<file path="src/rtl/ft2232h_frame_packetizer.sv">
// ft2232h_frame_packetizer
//
// Buffers DAQ sample frames in a small FIFO and serialises each complete
// frame into a byte packet for the FT2232H synchronous-FIFO writer:
//   SYNC0, SYNC1, SEQ, {sample MSB, sample LSB} x CHANNELS, CSUM
// CSUM is the mod-256 sum of SEQ and every sample byte. A frame is only
// admitted when the FIFO has room for a whole frame; otherwise the entire
// frame is dropped and counted, so the host never sees a partial frame.
//
// Ports
//   clk_i           60 MHz CLKOUT, rising edge
//   rst_i           synchronous active-high reset
//   sample_i        16-bit sample
//   sample_valid_i  sample_i valid this cycle (no backpressure)
//   sample_first_i  marks channel-0 sample of a frame
//   byte_o          packet byte to writer (registered)
//   byte_valid_o    byte_o valid (registered)
//   byte_ready_i    writer accepts byte this cycle
//   overflow_o      sticky: at least one frame dropped since reset
//   dropped_o       dropped-frame count, saturating
//   busy_o          packet in progress
//   fifo_count_o    FIFO occupancy in samples
module ft2232h_frame_packetizer #(
  parameter int         CHANNELS   = 8,
  parameter int         FIFO_DEPTH = 16,
  parameter logic [7:0] SYNC0      = 8'hA5,
  parameter logic [7:0] SYNC1      = 8'h5A
) (
  input  logic                          clk_i,
  input  logic                          rst_i,
  input  logic [15:0]                   sample_i,
  input  logic                          sample_valid_i,
  input  logic                          sample_first_i,
  output logic [7:0]                    byte_o,
  output logic                          byte_valid_o,
  input  logic                          byte_ready_i,
  output logic                          overflow_o,
  output logic [15:0]                   dropped_o,
  output logic                          busy_o,
  output logic [$clog2(FIFO_DEPTH):0]   fifo_count_o
);

  localparam int PTR_W = (FIFO_DEPTH > 1) ? $clog2(FIFO_DEPTH) : 1;
  localparam int CNT_W = $clog2(FIFO_DEPTH) + 1;
  localparam int CH_W  = $clog2(CHANNELS + 1);

  // Highest occupancy at which a whole new frame still fits.
  localparam logic [CNT_W-1:0] ADMIT_MAX = CNT_W'(FIFO_DEPTH - CHANNELS);
  localparam logic [CNT_W-1:0] FRAME_CNT = CNT_W'(CHANNELS);
  localparam logic [CNT_W-1:0] FULL_CNT  = CNT_W'(FIFO_DEPTH);
  localparam logic [CH_W-1:0]  CH_MAX    = CH_W'(CHANNELS);
  localparam logic [CH_W-1:0]  CH_LAST   = CH_W'(CHANNELS - 1);

  typedef enum logic [2:0] {
    ST_IDLE, ST_SYNC0, ST_SYNC1, ST_SEQ, ST_MSB, ST_LSB, ST_CSUM
  } state_e;

  function automatic logic [15:0] sat_inc16(input logic [15:0] v);
    return (v == 16'hFFFF) ? v : v + 16'd1;
  endfunction

  logic [15:0]      mem_q [2**PTR_W];
  logic [PTR_W-1:0] wr_ptr_q, wr_ptr_d, rd_ptr_q, rd_ptr_d;
  logic [CNT_W-1:0] count_q, count_d;
  logic             acc_q, acc_d;
  logic [CH_W-1:0]  frame_cnt_q, frame_cnt_d;
  logic             overflow_q, overflow_d;
  logic [15:0]      dropped_q, dropped_d;
  logic             push, pop, xfer;

  state_e           state_q, state_d;
  logic [CH_W-1:0]  smp_cnt_q, smp_cnt_d;
  logic [7:0]       seq_q, seq_d;
  logic [7:0]       csum_q, csum_d;
  logic [7:0]       byte_q, byte_d;
  logic             valid_q, valid_d;

  assign xfer = valid_q & byte_ready_i;
  assign pop  = (state_q == ST_LSB) & xfer;

  // Input admission: decision uses pre-pop occupancy.
  always_comb begin
    acc_d       = acc_q;
    frame_cnt_d = frame_cnt_q;
    overflow_d  = overflow_q;
    dropped_d   = dropped_q;
    push        = 1'b0;
    if (sample_valid_i) begin
      if (sample_first_i) begin
        if (count_q <= ADMIT_MAX) begin
          acc_d       = 1'b1;
          frame_cnt_d = CH_W'(1);
          push        = 1'b1;
        end else begin
          acc_d      = 1'b0;
          overflow_d = 1'b1;
          dropped_d  = sat_inc16(dropped_q);
        end
      end else if (acc_q && (frame_cnt_q < CH_MAX)) begin
        frame_cnt_d = frame_cnt_q + CH_W'(1);
        push        = 1'b1;
      end
    end
    // Defensive: a push into a full FIFO is discarded and flagged.
    if (push && (count_q == FULL_CNT)) begin
      push       = 1'b0;
      overflow_d = 1'b1;
    end
  end

  always_comb begin
    wr_ptr_d = push ? wr_ptr_q + PTR_W'(1) : wr_ptr_q;
    rd_ptr_d = pop  ? rd_ptr_q + PTR_W'(1) : rd_ptr_q;
    unique case ({push, pop})
      2'b10:   count_d = count_q + CNT_W'(1);
      2'b01:   count_d = count_q - CNT_W'(1);
      default: count_d = count_q;
    endcase
  end

  // FSM next state
  always_comb begin
    state_d   = state_q;
    smp_cnt_d = smp_cnt_q;
    unique case (state_q)
      ST_IDLE: begin
        smp_cnt_d = '0;
        if (count_q >= FRAME_CNT) state_d = ST_SYNC0;
      end
      ST_SYNC0: if (xfer) state_d = ST_SYNC1;
      ST_SYNC1: if (xfer) state_d = ST_SEQ;
      ST_SEQ:   if (xfer) state_d = ST_MSB;
      ST_MSB:   if (xfer) state_d = ST_LSB;
      ST_LSB: begin
        if (xfer) begin
          if (smp_cnt_q == CH_LAST) begin
            state_d = ST_CSUM;
          end else begin
            state_d   = ST_MSB;
            smp_cnt_d = smp_cnt_q + CH_W'(1);
          end
        end
      end
      ST_CSUM:  if (xfer) state_d = ST_IDLE;
      default:  state_d = ST_IDLE;
    endcase
  end

  // Checksum/sequence bookkeeping; the checksum restarts with SEQ.
  always_comb begin
    csum_d = csum_q;
    seq_d  = seq_q;
    if (xfer) begin
      unique case (state_q)
        ST_SEQ:         csum_d = byte_q;
        ST_MSB, ST_LSB: csum_d = csum_q + byte_q;
        ST_CSUM:        seq_d  = seq_q + 8'd1;
        default:        csum_d = csum_q;
      endcase
    end
  end

  // Output: byte register is loaded with the byte belonging to the next
  // state, so byte_o always matches state_q. A stalled byte is held.
  always_comb begin
    valid_d = (state_d != ST_IDLE);
    byte_d  = 8'h00;
    if (valid_q && !byte_ready_i) begin
      byte_d = byte_q;
    end else begin
      unique case (state_d)
        ST_SYNC0: byte_d = SYNC0;
        ST_SYNC1: byte_d = SYNC1;
        ST_SEQ:   byte_d = seq_q;
        ST_MSB:   byte_d = mem_q[rd_ptr_d][15:8];
        ST_LSB:   byte_d = mem_q[rd_ptr_d][7:0];
        ST_CSUM:  byte_d = csum_d;
        default:  byte_d = 8'h00;
      endcase
    end
  end

  // State register
  always_ff @(posedge clk_i) begin
    if (rst_i) begin
      state_q   <= ST_IDLE;
      smp_cnt_q <= '0;
    end else begin
      state_q   <= state_d;
      smp_cnt_q <= smp_cnt_d;
    end
  end

  // Control and output registers
  always_ff @(posedge clk_i) begin
    if (rst_i) begin
      wr_ptr_q    <= '0;
      rd_ptr_q    <= '0;
      count_q     <= '0;
      acc_q       <= 1'b0;
      frame_cnt_q <= '0;
      overflow_q  <= 1'b0;
      dropped_q   <= '0;
      seq_q       <= 8'h00;
      byte_q      <= 8'h00;
      valid_q     <= 1'b0;
    end else begin
      wr_ptr_q    <= wr_ptr_d;
      rd_ptr_q    <= rd_ptr_d;
      count_q     <= count_d;
      acc_q       <= acc_d;
      frame_cnt_q <= frame_cnt_d;
      overflow_q  <= overflow_d;
      dropped_q   <= dropped_d;
      seq_q       <= seq_d;
      byte_q      <= byte_d;
      valid_q     <= valid_d;
    end
  end

  // Data storage: contents are qualified by pointers and the FSM.
  always_ff @(posedge clk_i) begin
    if (push) mem_q[wr_ptr_q] <= sample_i;
    csum_q <= csum_d;
  end

  assign byte_o       = byte_q;
  assign byte_valid_o = valid_q;
  assign overflow_o   = overflow_q;
  assign dropped_o    = dropped_q;
  assign busy_o       = (state_q != ST_IDLE);
  assign fifo_count_o = count_q;

endmodule

</file>
<file path="config.mk">
export PLATFORM = sky130hd
export DESIGN_NAME = ft2232h_frame_packetizer
export DESIGN_NICKNAME = d
export VERILOG_FILES = /design/src/rtl/ft2232h_frame_packetizer.sv
export SDC_FILE = /design/constraint.sdc
export NUM_CORES = 1
export LEC_CHECK = 0
export ABC_AREA = 0
export CAP_MARGIN = 40
export CELL_PAD_IN_SITES_DETAIL_PLACEMENT = 0
export CELL_PAD_IN_SITES_GLOBAL_PLACEMENT = 1
export CORE_ASPECT_RATIO = 0.7
export CORE_UTILIZATION = 30
export DETAILED_ROUTE_END_ITERATION = 7
export PLACE_DENSITY = 0.57
export SLEW_MARGIN = 20
export SYNTH_ARGS = -nofsm -noshare
export SYNTH_HDL_FRONTEND = slang
export SYNTH_SLANG_ARGS = --single-unit
</file>
<file path="constraint.sdc">
create_clock -name clk_i -period 2.97 [get_ports clk_i]
set_input_delay 0.4455 -clock clk_i [delete_from_list [all_inputs] [get_ports clk_i]]
set_output_delay 0.4455 -clock clk_i [all_outputs]
set_load 0.01 [all_outputs]
</file>
==> flow_summary.yaml <==
sta:
  fin_tns_setup_ns: 0
  rsz0062_at_grt: "no"
  min_period_ns: 2.842
  max_freq_mhz: 351.8
  hold_viol: 0
  tightestPinTransition_ns: 0.6755
  max-slew-margin-rel_pct: 54.49
  timing.final.crit_share_pct: 95.70
  slew_violations: 0
  setup_slack_ns: 0.1276
  finalSetupViolCount: 0
  finClkSkew_ns: 0.009383
setup_path:
  path_max_fanout: 8
  worst_path_most_repeated_cell: "buf_4"
  reg2reg_depth: 10
  critPathBufInv: 3
  cpMaxStageDelayCell: "a2111oi_1"
  worstPathCellList: "nand2b_1 > buf_4 > nor4_1 > buf_4 > mux2i_1 > o22ai_1 > mux2i_1 > a2111oi_1 > buf_4 > o21a_1"
  r2r-end: "byte_o[1]"
  critPathMaxStageDelay_ns: 0.45
  crit_path_end_kind: "register"
  crit_path_start_kind: "register"
  cpLargestDelayFamily: "compound AO/OA/AOI/OAI gates"
  cp.arrival_ns: 3.31
  regToRegSetupSlack_ns: 0.13
  worstPathRequired_ns: 3.44
  reg2reg_from: "state_q[1]"
  critical_path_class: "reg2reg"
floorplan:
  initial_core_util_pct: 30.68
  die_h_um: 182.2
  core_sq_um: 45380
  dieArea_sq_um: 47290
  io_pins: 53
  die_w_um: 259.5
  rows: 65
pwr:
  ir_drop_v: 0.0003380
  p_sw_share_pct: 21.18
  p_sw_uw: 2052
  leakage_uw: 0.005903
  p_int_uw: 7636
  combPwrFrac_pct: 3.3
  clockPowerShare_pct: 45.9
  powerDensity_nw_per_um2: 551.9
  p_seq_share_pct: 50.9
yosys:
  avgSynthCellArea_sq_um: 13.27
  ys_seq_elements: 323
  async_reset_ff_share_pct: 0
  synthTopCellsByArea: "edfxtp_1, dfxtp_1, mux4_2"
  synth.cell_area_sq_um: 13920
  yosysTopAreaCellShare_pct: 55.22
  synth-warning-count: 0
  ys_types: 74
  syn_nets: 1092
  syn_inst: 1049
  yosysSeqAreaShare_pct: 64.85
  synth_edf_count: 256
  ys.flop_type: "edfxtp_1"
  synth_top_area_cell: "edfxtp_1"
final_layout:
  areaGrowthSynthToFinish_pct: 26.09
  final_cells: 1852
  nFillCells: 4346
  final_layout_size_suffix_gt1_share_pct: 20.50
  nets: 1267
  postLayoutCellArea_sq_um: 17550
  diodes: 0
grt:
  grt_max_degree: 44
  grt_use_total_pct: 17.50
  grt_pass1_wl_um: 61180
  antenna_found_initial: 1
  grt_overflow_total: 0
  grt_pass1_vias: 9160
hold_path:
  holdPathStages: 2
  min_to: "fifo_count_o[0]"
  worstHoldStart: "rst_i"
  hold_class: "in2reg"
drt:
  drtIter0Drc: 850
  vias_per_cell: 5.057
  drt-total-wl_um: 41070
  dr.pass1.iters: 5
  vias: 9366
  ant_nets: 0
  wl_per_cell_um: 22.18
  detail_route.drc_violations: 0
clocking:
  cts_tree: "built"
  post-cts-setup-buffers: 0
  numCtsBuffers: 34
  cts-root-buf: "clkbuf_16"
  h-tree-depth: 2
  cts_buffer_depth: 3
  cts.clk_slew.worst_paths_ns: 0.06
  cts.sinks: 323
  clk_latency_ns: 0.52
job:
  max_cap_viol_count: 0
placement:
  post-place-ws_ns: -0.4052
  portBuffers: 52
  dp.cells: 1791
  place_area_sq_um: 16400
  gp_congestion: 0.8385
  place_hpwl_um: 27890
outcome:
  outcome: "finished, final reports clean"
## through the flow
| stage | total power (uW) | hold slack, ns | utilization [%] |
|---|---|---|---|
| after floorplan | 5153 | 0.4569 | - |
| after CTS | 9790 | 0.2969 | 38.65 |
| after detailed placement | 5347 | 0.4705 | 36.15 |
| final | 9688 | 0.3078 | 38.68 |
| after global placement | 5343 | 0.4587 | 36.15 |
| after global routing | 10000 | 0.3244 | 38.68 |
## area by class of cell
type                    instances  area [sq um]  share of cell area, %
clock buffers                  40         894.6                  5.096
inverters                      12         45.04                 0.2566
flip-flops and latches        323          9030                  51.44
multi-input cells             659          4701                  26.78
clock inverters                21         244.0                  1.390
well taps                     603         754.5                  4.298
repair buffers                194          1886                  10.74
## worst max-delay path by stage
stage	startpoint	end	depth (start not counted)
5_1_grt	fifo_count_o[0]	fifo_count_o[4]	13
6_report	state_q[1]	byte_o[1]	10
3_3_place_gp	byte_ready_i	byte_o[2]	13
4_1_cts	state_q[1]	byte_o[2]	11
3_5_place_dp	byte_ready_i	byte_o[2]	13
2_1_floorplan	sample_first_i	fifo_count_o[4]	12
## worst register-to-register path: stages, from the launching register on
cell	delay [ns]
dfxtp_1	0.31
nand2b_1	0.33
buf_4	0.28
nor4_1	0.39
buf_4	0.23
mux2i_1	0.15
o22ai_1	0.26
mux2i_1	0.11
a2111oi_1	0.45
buf_4	0.20
o21a_1	0.10
## metal layers
metal,global-route usage [%],wire [um]
met1,27.86,21140
met5,0,0
met2,24.27,16870
met3,3.444,2538
met4,3.153,524
## synthesized netlist by cell type, types with 5 or more instances
| master | n |
|---|---|
| inv_1 | 12 |
| clkbuf_1 | 25 |
| and4_1 | 5 |
| nand2b_1 | 11 |
| mux2i_1 | 34 |
| buf_4 | 5 |
| buf_2 | 21 |
| nand3_1 | 43 |
| a31oi_1 | 11 |
| nor2_1 | 78 |
| a22oi_1 | 19 |
| a21o_1 | 7 |
| a21oi_1 | 45 |
| and3_1 | 15 |
| nand2_1 | 114 |
| o22ai_1 | 6 |
| a32oi_1 | 6 |
| and2_1 | 7 |
| mux4_2 | 31 |
| nand4_1 | 14 |
| xor2_1 | 23 |
| o21ai_0 | 29 |
| xnor2_1 | 12 |
| nor3_1 | 25 |
| edfxtp_1 | 256 |
| a211oi_1 | 11 |
| or3_1 | 8 |
| dfxtp_1 | 67 |
| nor2b_1 | 7 |
| a221oi_1 | 9 |
| ha_1 | 20 |
## cell usage in the layout, fill, tap and decap left out, types with 6 or more instances in the layout
cell	instances
dfxtp_1	66
a22oi_1	19
o21ai_0	27
clkbuf_16	35
inv_1	12
buf_4	117
edfxtp_1	256
a21oi_1	45
nor3_1	21
clkinv_1	7
a21o_1	7
a31oi_1	11
mux4_2	31
nor2_2	13
a221oi_1	9
xnor2_1	11
and3_1	15
nor2b_1	7
nor2_1	66
a211oi_1	11
xor2_1	22
a32oi_1	6
clkdlybuf4s50_1	51
or3_1	8
o22ai_1	6
ha_1	20
nand3_1	43
nand2b_1	11
and2_1	8
nand4_1	14
mux2i_1	34
buf_12	24
nand2_1	113
## kinds of logic (layout without fill, tap and decap cells)
group	Yosys count	after routing	synth area share (%)
XOR/XNOR	36	36	2.319
flip-flops	323	323	64.85
buffers and inverters	67	267	2.184
AO/OA/AOI/OAI	185	185	8.889
AND/OR/NAND/NOR	349	349	12.05
multiplexers	67	67	7.621
adder cells (fa/ha/maj)	22	22	2.085
## state kept, by name (all words and copies together) (netlist names), 3 cells and up
signal	cells
seq_q	8
frame_cnt_q	4
smp_cnt_q	4
dropped_o	16
fifo_count_o	5
byte_o	8
rd_ptr_q	4
state_q	3
wr_ptr_q	4
mem_q	256
csum_q	8
## power by group through the flow
stage	combinational, uW	clock, uW	sequential, uW
after floorplan	129	0	5020
after detailed placement	321	0	5030
after CTS	321	4540	4930
after global placement	318	0	5030
final	319	4440	4930
after global routing	352	4720	4930
## timing repair
item | CTS | global route
endpoints found under the setup margin | 0 | 3
resized for setup | 0 | 6
hold buffers | 0 | 0
Note: power is estimated with default switching activity, not from simulation.
